### src/rtl/dm_port_arbiter.sv
// Two-requester arbiter for the single data-memory port: R0 (core) has fixed
// priority, R1 (loader) is forced through after STARVE_MAX consecutive losses.

module dm_port_ret #(
    parameter int DW = 8
) (
    input  logic          clk,
    input  logic          rst_n,
    input  logic          rd_fire,
    input  logic [DW-1:0] mem_rdata,
    output logic          rvalid,
    output logic [DW-1:0] rdata
);
    // rdata holds its last value between reads; only rvalid pulses.
    always_ff @(posedge clk or negedge rst_n) begin
        if (!rst_n) begin
            rvalid <= 1'b0;
            rdata  <= '0;
        end else begin
            rvalid <= rd_fire;
            if (rd_fire) rdata <= mem_rdata;
        end
    end
endmodule

module dm_port_arbiter #(
    parameter int AW         = 8,
    parameter int DW         = 8,
    parameter int STARVE_MAX = 4
) (
    input  logic          clk,
    input  logic          rst_n,
    input  logic          req0,
    input  logic          we0,
    input  logic [AW-1:0] addr0,
    input  logic [DW-1:0] wdata0,
    output logic          gnt0,
    output logic          rvalid0,
    output logic [DW-1:0] rdata0,
    input  logic          req1,
    input  logic          we1,
    input  logic [AW-1:0] addr1,
    input  logic [DW-1:0] wdata1,
    output logic          gnt1,
    output logic          rvalid1,
    output logic [DW-1:0] rdata1,
    output logic [AW-1:0] mem_addr,
    output logic          mem_we,
    output logic [DW-1:0] mem_wdata,
    input  logic [DW-1:0] mem_rdata,
    output logic          starved
);
    localparam int CW = $clog2(STARVE_MAX + 1);

    logic [CW-1:0]         starve_cnt;
    logic                  frc;
    logic [1:0]            rd_fire;
    logic [1:0]            rvalid;
    logic [1:0][DW-1:0]    rdata;

    assign frc     = req1 && (starve_cnt == CW'(STARVE_MAX));
    assign gnt1    = req1 && (!req0 || frc);
    assign gnt0    = req0 && !gnt1;
    assign starved = req1 && gnt0;

    always_comb begin
        mem_addr  = '0;
        mem_we    = 1'b0;
        mem_wdata = '0;
        if (gnt1) begin
            mem_addr  = addr1;
            mem_we    = we1;
            mem_wdata = wdata1;
        end else if (gnt0) begin
            mem_addr  = addr0;
            mem_we    = we0;
            mem_wdata = wdata0;
        end
    end

    // Counts R0 wins while R1 waits; any R1 grant or dropped R1 request clears it.
    always_ff @(posedge clk or negedge rst_n) begin
        if (!rst_n)
            starve_cnt <= '0;
        else if (gnt1 || !req1)
            starve_cnt <= '0;
        else if (gnt0 && starve_cnt != CW'(STARVE_MAX))
            starve_cnt <= starve_cnt + 1'b1;
    end

    assign rd_fire = {gnt1 && !we1, gnt0 && !we0};

    for (genvar i = 0; i < 2; i++) begin : g_ret
        dm_port_ret #(.DW(DW)) u_ret (
            .clk       (clk),
            .rst_n     (rst_n),
            .rd_fire   (rd_fire[i]),
            .mem_rdata (mem_rdata),
            .rvalid    (rvalid[i]),
            .rdata     (rdata[i])
        );
    end

    assign rvalid0 = rvalid[0];
    assign rvalid1 = rvalid[1];
    assign rdata0  = rdata[0];
    assign rdata1  = rdata[1];
endmodule

### config.mk
export PLATFORM = sky130hd
export DESIGN_NAME = dm_port_arbiter
export DESIGN_NICKNAME = d
export VERILOG_FILES = /design/src/rtl/dm_port_arbiter.sv
export SDC_FILE = /design/constraint.sdc
export NUM_CORES = 1
export LEC_CHECK = 0
export BUFFER_PORTS_ARGS = -buffer_cell sky130_fd_sc_hd__clkbuf_2
export CORE_ASPECT_RATIO = 0.9
export CORE_MARGIN = 4
export CORE_UTILIZATION = 45
export CTS_BUF_LIST = sky130_fd_sc_hd__clkbuf_16
export DETAILED_ROUTE_END_ITERATION = 8
export PLACE_DENSITY = 0.82
export SYNTH_ARGS = -nofsm -noshare
export SYNTH_HDL_FRONTEND = slang
export SYNTH_HIERARCHICAL = 1
export SYNTH_SLANG_ARGS = --single-unit
export TNS_END_PERCENT = 5
### constraint.sdc
create_clock -name clk -period 2.9 [get_ports clk]
set_clock_uncertainty 0.1 [all_clocks]
set_input_delay 0.29 -clock clk [delete_from_list [all_inputs] [get_ports clk]]
set_output_delay 0.29 -clock clk [all_outputs]
set_load 0.02 [all_outputs]
==> report_table.html <==
<table>
<tr><th>Metric</th><th>Value</th></tr>
<tr><th colspan="2">Status</th></tr>
<tr><td>Outcome</td><td>complete, no violations</td></tr>
<tr><th colspan="2">Detailed routing</th></tr>
<tr><td>Detail-routed net length per standard cell</td><td>12.8 microns</td></tr>
<tr><td>DRC viols</td><td>0</td></tr>
<tr><td>Antenna viol nets, final</td><td>0</td></tr>
<tr><td>Post-Route WL</td><td>3.01 mm</td></tr>
<tr><td>Overall via count from detail_route</td><td>1149</td></tr>
<tr><td>Detailed-routing iteration count for the pre-antenna-repair pass</td><td>4</td></tr>
<tr><td>Via count normalized by instance count</td><td>4.87</td></tr>
<tr><td>Detailed Route Iter0 Violations</td><td>22</td></tr>
<tr><th colspan="2">GRT</th></tr>
<tr><td>Via count of the first global-routing pass</td><td>1143</td></tr>
<tr><td>GRT Resource Usage Total</td><td>15.6%</td></tr>
<tr><td>Initial antenna violation count</td><td>0</td></tr>
<tr><td>Global-route wire length before repair</td><td>4.67 mm</td></tr>
<tr><td>Maximum number of pins on one net before global-route repair</td><td>23</td></tr>
<tr><td>Total global routing overflow</td><td>0</td></tr>
<tr><th colspan="2">Timing</th></tr>
<tr><td>Highest clock frequency the design can meet</td><td>432 MHz</td></tr>
<tr><td>Setup repair after global routing missed its margin</td><td>false</td></tr>
<tr><td>Final-layout setup total negative slack</td><td>0 ns</td></tr>
<tr><td>Final Hold Fails</td><td>0</td></tr>
<tr><td>Number of endpoints failing setup at the final stage</td><td>0</td></tr>
<tr><td>Worst slew margin</td><td>36.9%</td></tr>
<tr><td>Share of the cycle needed by the critical path after routing</td><td>79.9%</td></tr>
<tr><td>Final Slew Violations</td><td>0</td></tr>
<tr><td>Slew at the pin with the worst max-slew slack</td><td>0.943 ns</td></tr>
<tr><td>Smallest hold slack</td><td>0.190 ns</td></tr>
<tr><td>Final worst path period need</td><td>2.32 ns</td></tr>
<tr><th colspan="2">Die</th></tr>
<tr><td>Ports placed on the boundary</td><td>84</td></tr>
<tr><td>Die area</td><td>3750 sq um</td></tr>
<tr><td>Rows</td><td>18</td></tr>
<tr><td>Initial core utilization</td><td>46.8%</td></tr>
<tr><td>Chip Height</td><td>58.5 microns</td></tr>
<tr><td>Die width</td><td>64.1 microns</td></tr>
<tr><td>Area inside the core boundary</td><td>2730 sq um</td></tr>
<tr><th colspan="2">Clock network</th></tr>
<tr><td>Buffer cell driving the clock tree root</td><td>clkbuf_16</td></tr>
<tr><td>TritonCTS Buffers</td><td>3</td></tr>
<tr><td>Post-CTS setup buffer count</td><td>0</td></tr>
<tr><td>Post-cts hold buffer count</td><td>1</td></tr>
<tr><td>Max Root-Sink Buffers</td><td>2</td></tr>
<tr><td>TritonCTS clock tree</td><td>yes</td></tr>
<tr><td>Clock-pin slew of the registers on the worst-case setup and hold paths</td><td>0.05 ns</td></tr>
<tr><td>Count of clock tree sinks</td><td>21</td></tr>
<tr><td>Worst skew pair latency</td><td>0.25 ns</td></tr>
<tr><td>CTS H-Tree Depth</td><td>1</td></tr>
<tr><td>Gates resized, CTS repair</td><td>0</td></tr>
<tr><th colspan="2">Setup path</th></tr>
<tr><td>Sort of element at the end of the critical path</td><td>flop</td></tr>
<tr><td>Data arrival time at the worst-slack endpoint</td><td>2.35 ns</td></tr>
<tr><td>Worst reg2reg setup slack</td><td>0.58 ns</td></tr>
<tr><td>Number of cells on the worst reg-to-reg path</td><td>5</td></tr>
<tr><td>End of the worst register-to-register path</td><td>g_ret[1].u_ret/rdata[3]</td></tr>
<tr><td>Setup crit start kind</td><td>flop</td></tr>
<tr><td>CP max stage cell</td><td>nor3b_2</td></tr>
<tr><td>Critical Setup Path Class</td><td>flop to flop</td></tr>
<tr><td>Data required time of the critical path</td><td>2.93 ns</td></tr>
<tr><td>Worst-path fanout max</td><td>19</td></tr>
<tr><td>Max incr delay on CP</td><td>0.80 ns</td></tr>
<tr><td>Cell breakdown of the critical path</td><td>inv_1, ha_1, a21boi_4, nor3b_2, mux2_4</td></tr>
<tr><td>Startpoint of the worst-slack reg-to-reg timing path</td><td>starve_cnt[0]</td></tr>
<tr><th colspan="2">Worst hold path</th></tr>
<tr><td>End point of the worst hold path</td><td>g_ret[1].u_ret/rdata[7]</td></tr>
<tr><td>Hold Path Origin</td><td>mem_rdata[7]</td></tr>
<tr><td>Instance count along the most critical hold path</td><td>2</td></tr>
<tr><td>Path type of the worst min-delay path</td><td>primary input to flop</td></tr>
<tr><th colspan="2">Cells and area</th></tr>
<tr><td>Total number of nets in the final design</td><td>245</td></tr>
<tr><td>Number of filler instances in the final layout</td><td>219</td></tr>
<tr><td>Ratio of cells with drive above 1 in the final layout</td><td>59.2%</td></tr>
<tr><td>Signed area change from the synthesized netlist to the final layout</td><td>38.8%</td></tr>
<tr><td>Number of diodes added for antenna fixing</td><td>0</td></tr>
<tr><td>Number of cells in the finished layout apart from fillers</td><td>236</td></tr>
<tr><th colspan="2">Place</th></tr>
<tr><td>Port Buf Inserts</td><td>83</td></tr>
<tr><td>Number of instances in the placed design</td><td>231</td></tr>
<tr><td>Detailed placer's ending HPWL</td><td>2.40 mm</td></tr>
<tr><td>RePlAce Congestion</td><td>0.775</td></tr>
<tr><th colspan="2">Power</th></tr>
<tr><td>Standby leakage power</td><td>0.960 nW</td></tr>
<tr><td>Peak ir drop on the vdd network</td><td>0.264 mV</td></tr>
<tr><td>Power density over the cells</td><td>526 nW/um^2</td></tr>
<tr><th colspan="2">Job</th></tr>
<tr><td>Max-cap violation count</td><td>0</td></tr>
<tr><th colspan="2">Logic synthesis</th></tr>
<tr><td>Area of the mapped netlist</td><td>1270 sq um</td></tr>
<tr><td>Distinct cell type count of the synthesized netlist</td><td>19</td></tr>
<tr><td>Post-synthesis register bit count</td><td>21</td></tr>
<tr><td>Syn_nets</td><td>163</td></tr>
<tr><td>Post-synthesis average cell area</td><td>11.1 sq um</td></tr>
<tr><td>Yosys warns</td><td>6</td></tr>
<tr><td>Share of the yosys chip area belonging to registers</td><td>41.2%</td></tr>
<tr><td>Synthesized netlist cell count</td><td>115</td></tr>
</table>
-- logic make-up after synthesis --
kind of cell               Yosys count  synth area share, %
adders and majority gates            2                 1.96
DFF                                 21                 41.2
muxes                               16                 18.8
buffers and inverters               11                 6.87
and+or+nand+nor                     45                 16.1
AOI/OAI and AO/OA                   20                 15.0
-- synth_stat cells (all sizes together) --
| cell | n | area, sq um |
|---|---|---|
| buf | 5 | 65.1 |
| nand2 | 36 | 135 |
| dfrtp | 21 | 526 |
| a21boi | 1 | 18.8 |
| o22ai | 17 | 163 |
| or3b | 1 | 8.76 |
| ha | 2 | 25.0 |
| mux2 | 16 | 240 |
| inv | 2 | 7.51 |
| clkbuf | 4 | 15.0 |
| nor3b | 3 | 27.5 |
| nand2b | 1 | 6.26 |
| and3 | 1 | 6.26 |
| and4 | 1 | 8.76 |
| nor2b | 2 | 12.5 |
| a21oi | 2 | 10.0 |
-- cell type report --
| class | count | area (sq um) | area share, % |
|---|---|---|---|
| clock buffer | 3 | 75.1 | 4.24 |
| sequential | 21 | 526 | 29.7 |
| clock inverter | 1 | 3.75 | 0.212 |
| multi-input combinational | 83 | 667 | 37.7 |
| inverter | 2 | 7.51 | 0.424 |
| tap | 40 | 50.0 | 2.83 |
| timing repair buffer | 86 | 440 | 24.9 |
-- power breakdown --
group / switching, mW / leakage [nW] / internal, mW
Clock: 0.0962 / 0.0423 / 0.183
Combinational: 0.159 / 0.662 / 0.135
Sequential: 0.0231 / 0.256 / 0.334
Total: 0.278 / 0.960 / 0.652
-- through the flow --
step                setup slack (ns)  utilization (%)  area, sq um  total power, mW
floorplan                      0.913                -         1270            0.547
detailed placement             0.553             61.7         1680            0.657
global route                   0.418             64.9         1770            0.975
global placement               0.725             61.7         1680            0.650
finish                         0.584             64.9         1770            0.930
CTS                            0.574             64.9         1770            0.945
-- worst max-delay path, delay by kind of cell, from the launching register on --
family                     cells  cell delay [ns]
AOI/OAI and AO/OA              1             0.20
and+or+nand+nor                1             0.80
muxes                          1             0.36
adders and majority gates      1             0.27
DFF                            1             0.40
buffers and inverters          1             0.06
-- per-layer routing --
| layer | wire length, microns | GRT usage, % | up-vias |
|---|---|---|---|
| met5 | 0 | 0 | - |
| met4 | 25 | 5.42 | 0 |
| met3 | 344 | 5.15 | 4 |
| met2 | 1330 | 25.2 | 65 |
| met1 | 1320 | 19.7 | 519 |
| li1 | - | - | 561 |
-- state kept, by name, indices dropped and copies added (netlist names) --
name and cells:
g_ret.u_ret/rdata 16, starve_cnt 3, g_ret.u_ret/rvalid 2
-- cell usage in the layout (no fill, tap or decap) --
master	instances
a21boi_4	1
and4_1	1
or3b_1	1
inv_1	3
nand2_1	36
nor2b_1	2
and3_1	1
dlygate4sd3_1	1
o22ai_1	8
mux2_4	16
nor3b_2	2
clkbuf_16	3
buf_4	2
ha_1	2
dfrtp_1	21
nor3b_1	1
o22ai_2	9
nand2b_1	1
a21oi_1	2
clkbuf_2	83
-- how the worst max path moves through the flow --
stage	from	endpoint	slack, ns	cells past startpoint
after global placement	starve_cnt[0]	g_ret[1].u_ret/rdata[0]	0.72	5
final	starve_cnt[0]	g_ret[1].u_ret/rdata[3]	0.58	5
after CTS	starve_cnt[0]	g_ret[1].u_ret/rdata[3]	0.57	5
after global routing	starve_cnt[0]	g_ret[1].u_ret/rdata[3]	0.42	5
after floorplan	starve_cnt[0]	g_ret[0].u_ret/rdata[0]	0.91	8
after detailed placement	starve_cnt[0]	g_ret[1].u_ret/rdata[3]	0.55	5
Note: power is estimated with default switching activity, not from simulation.
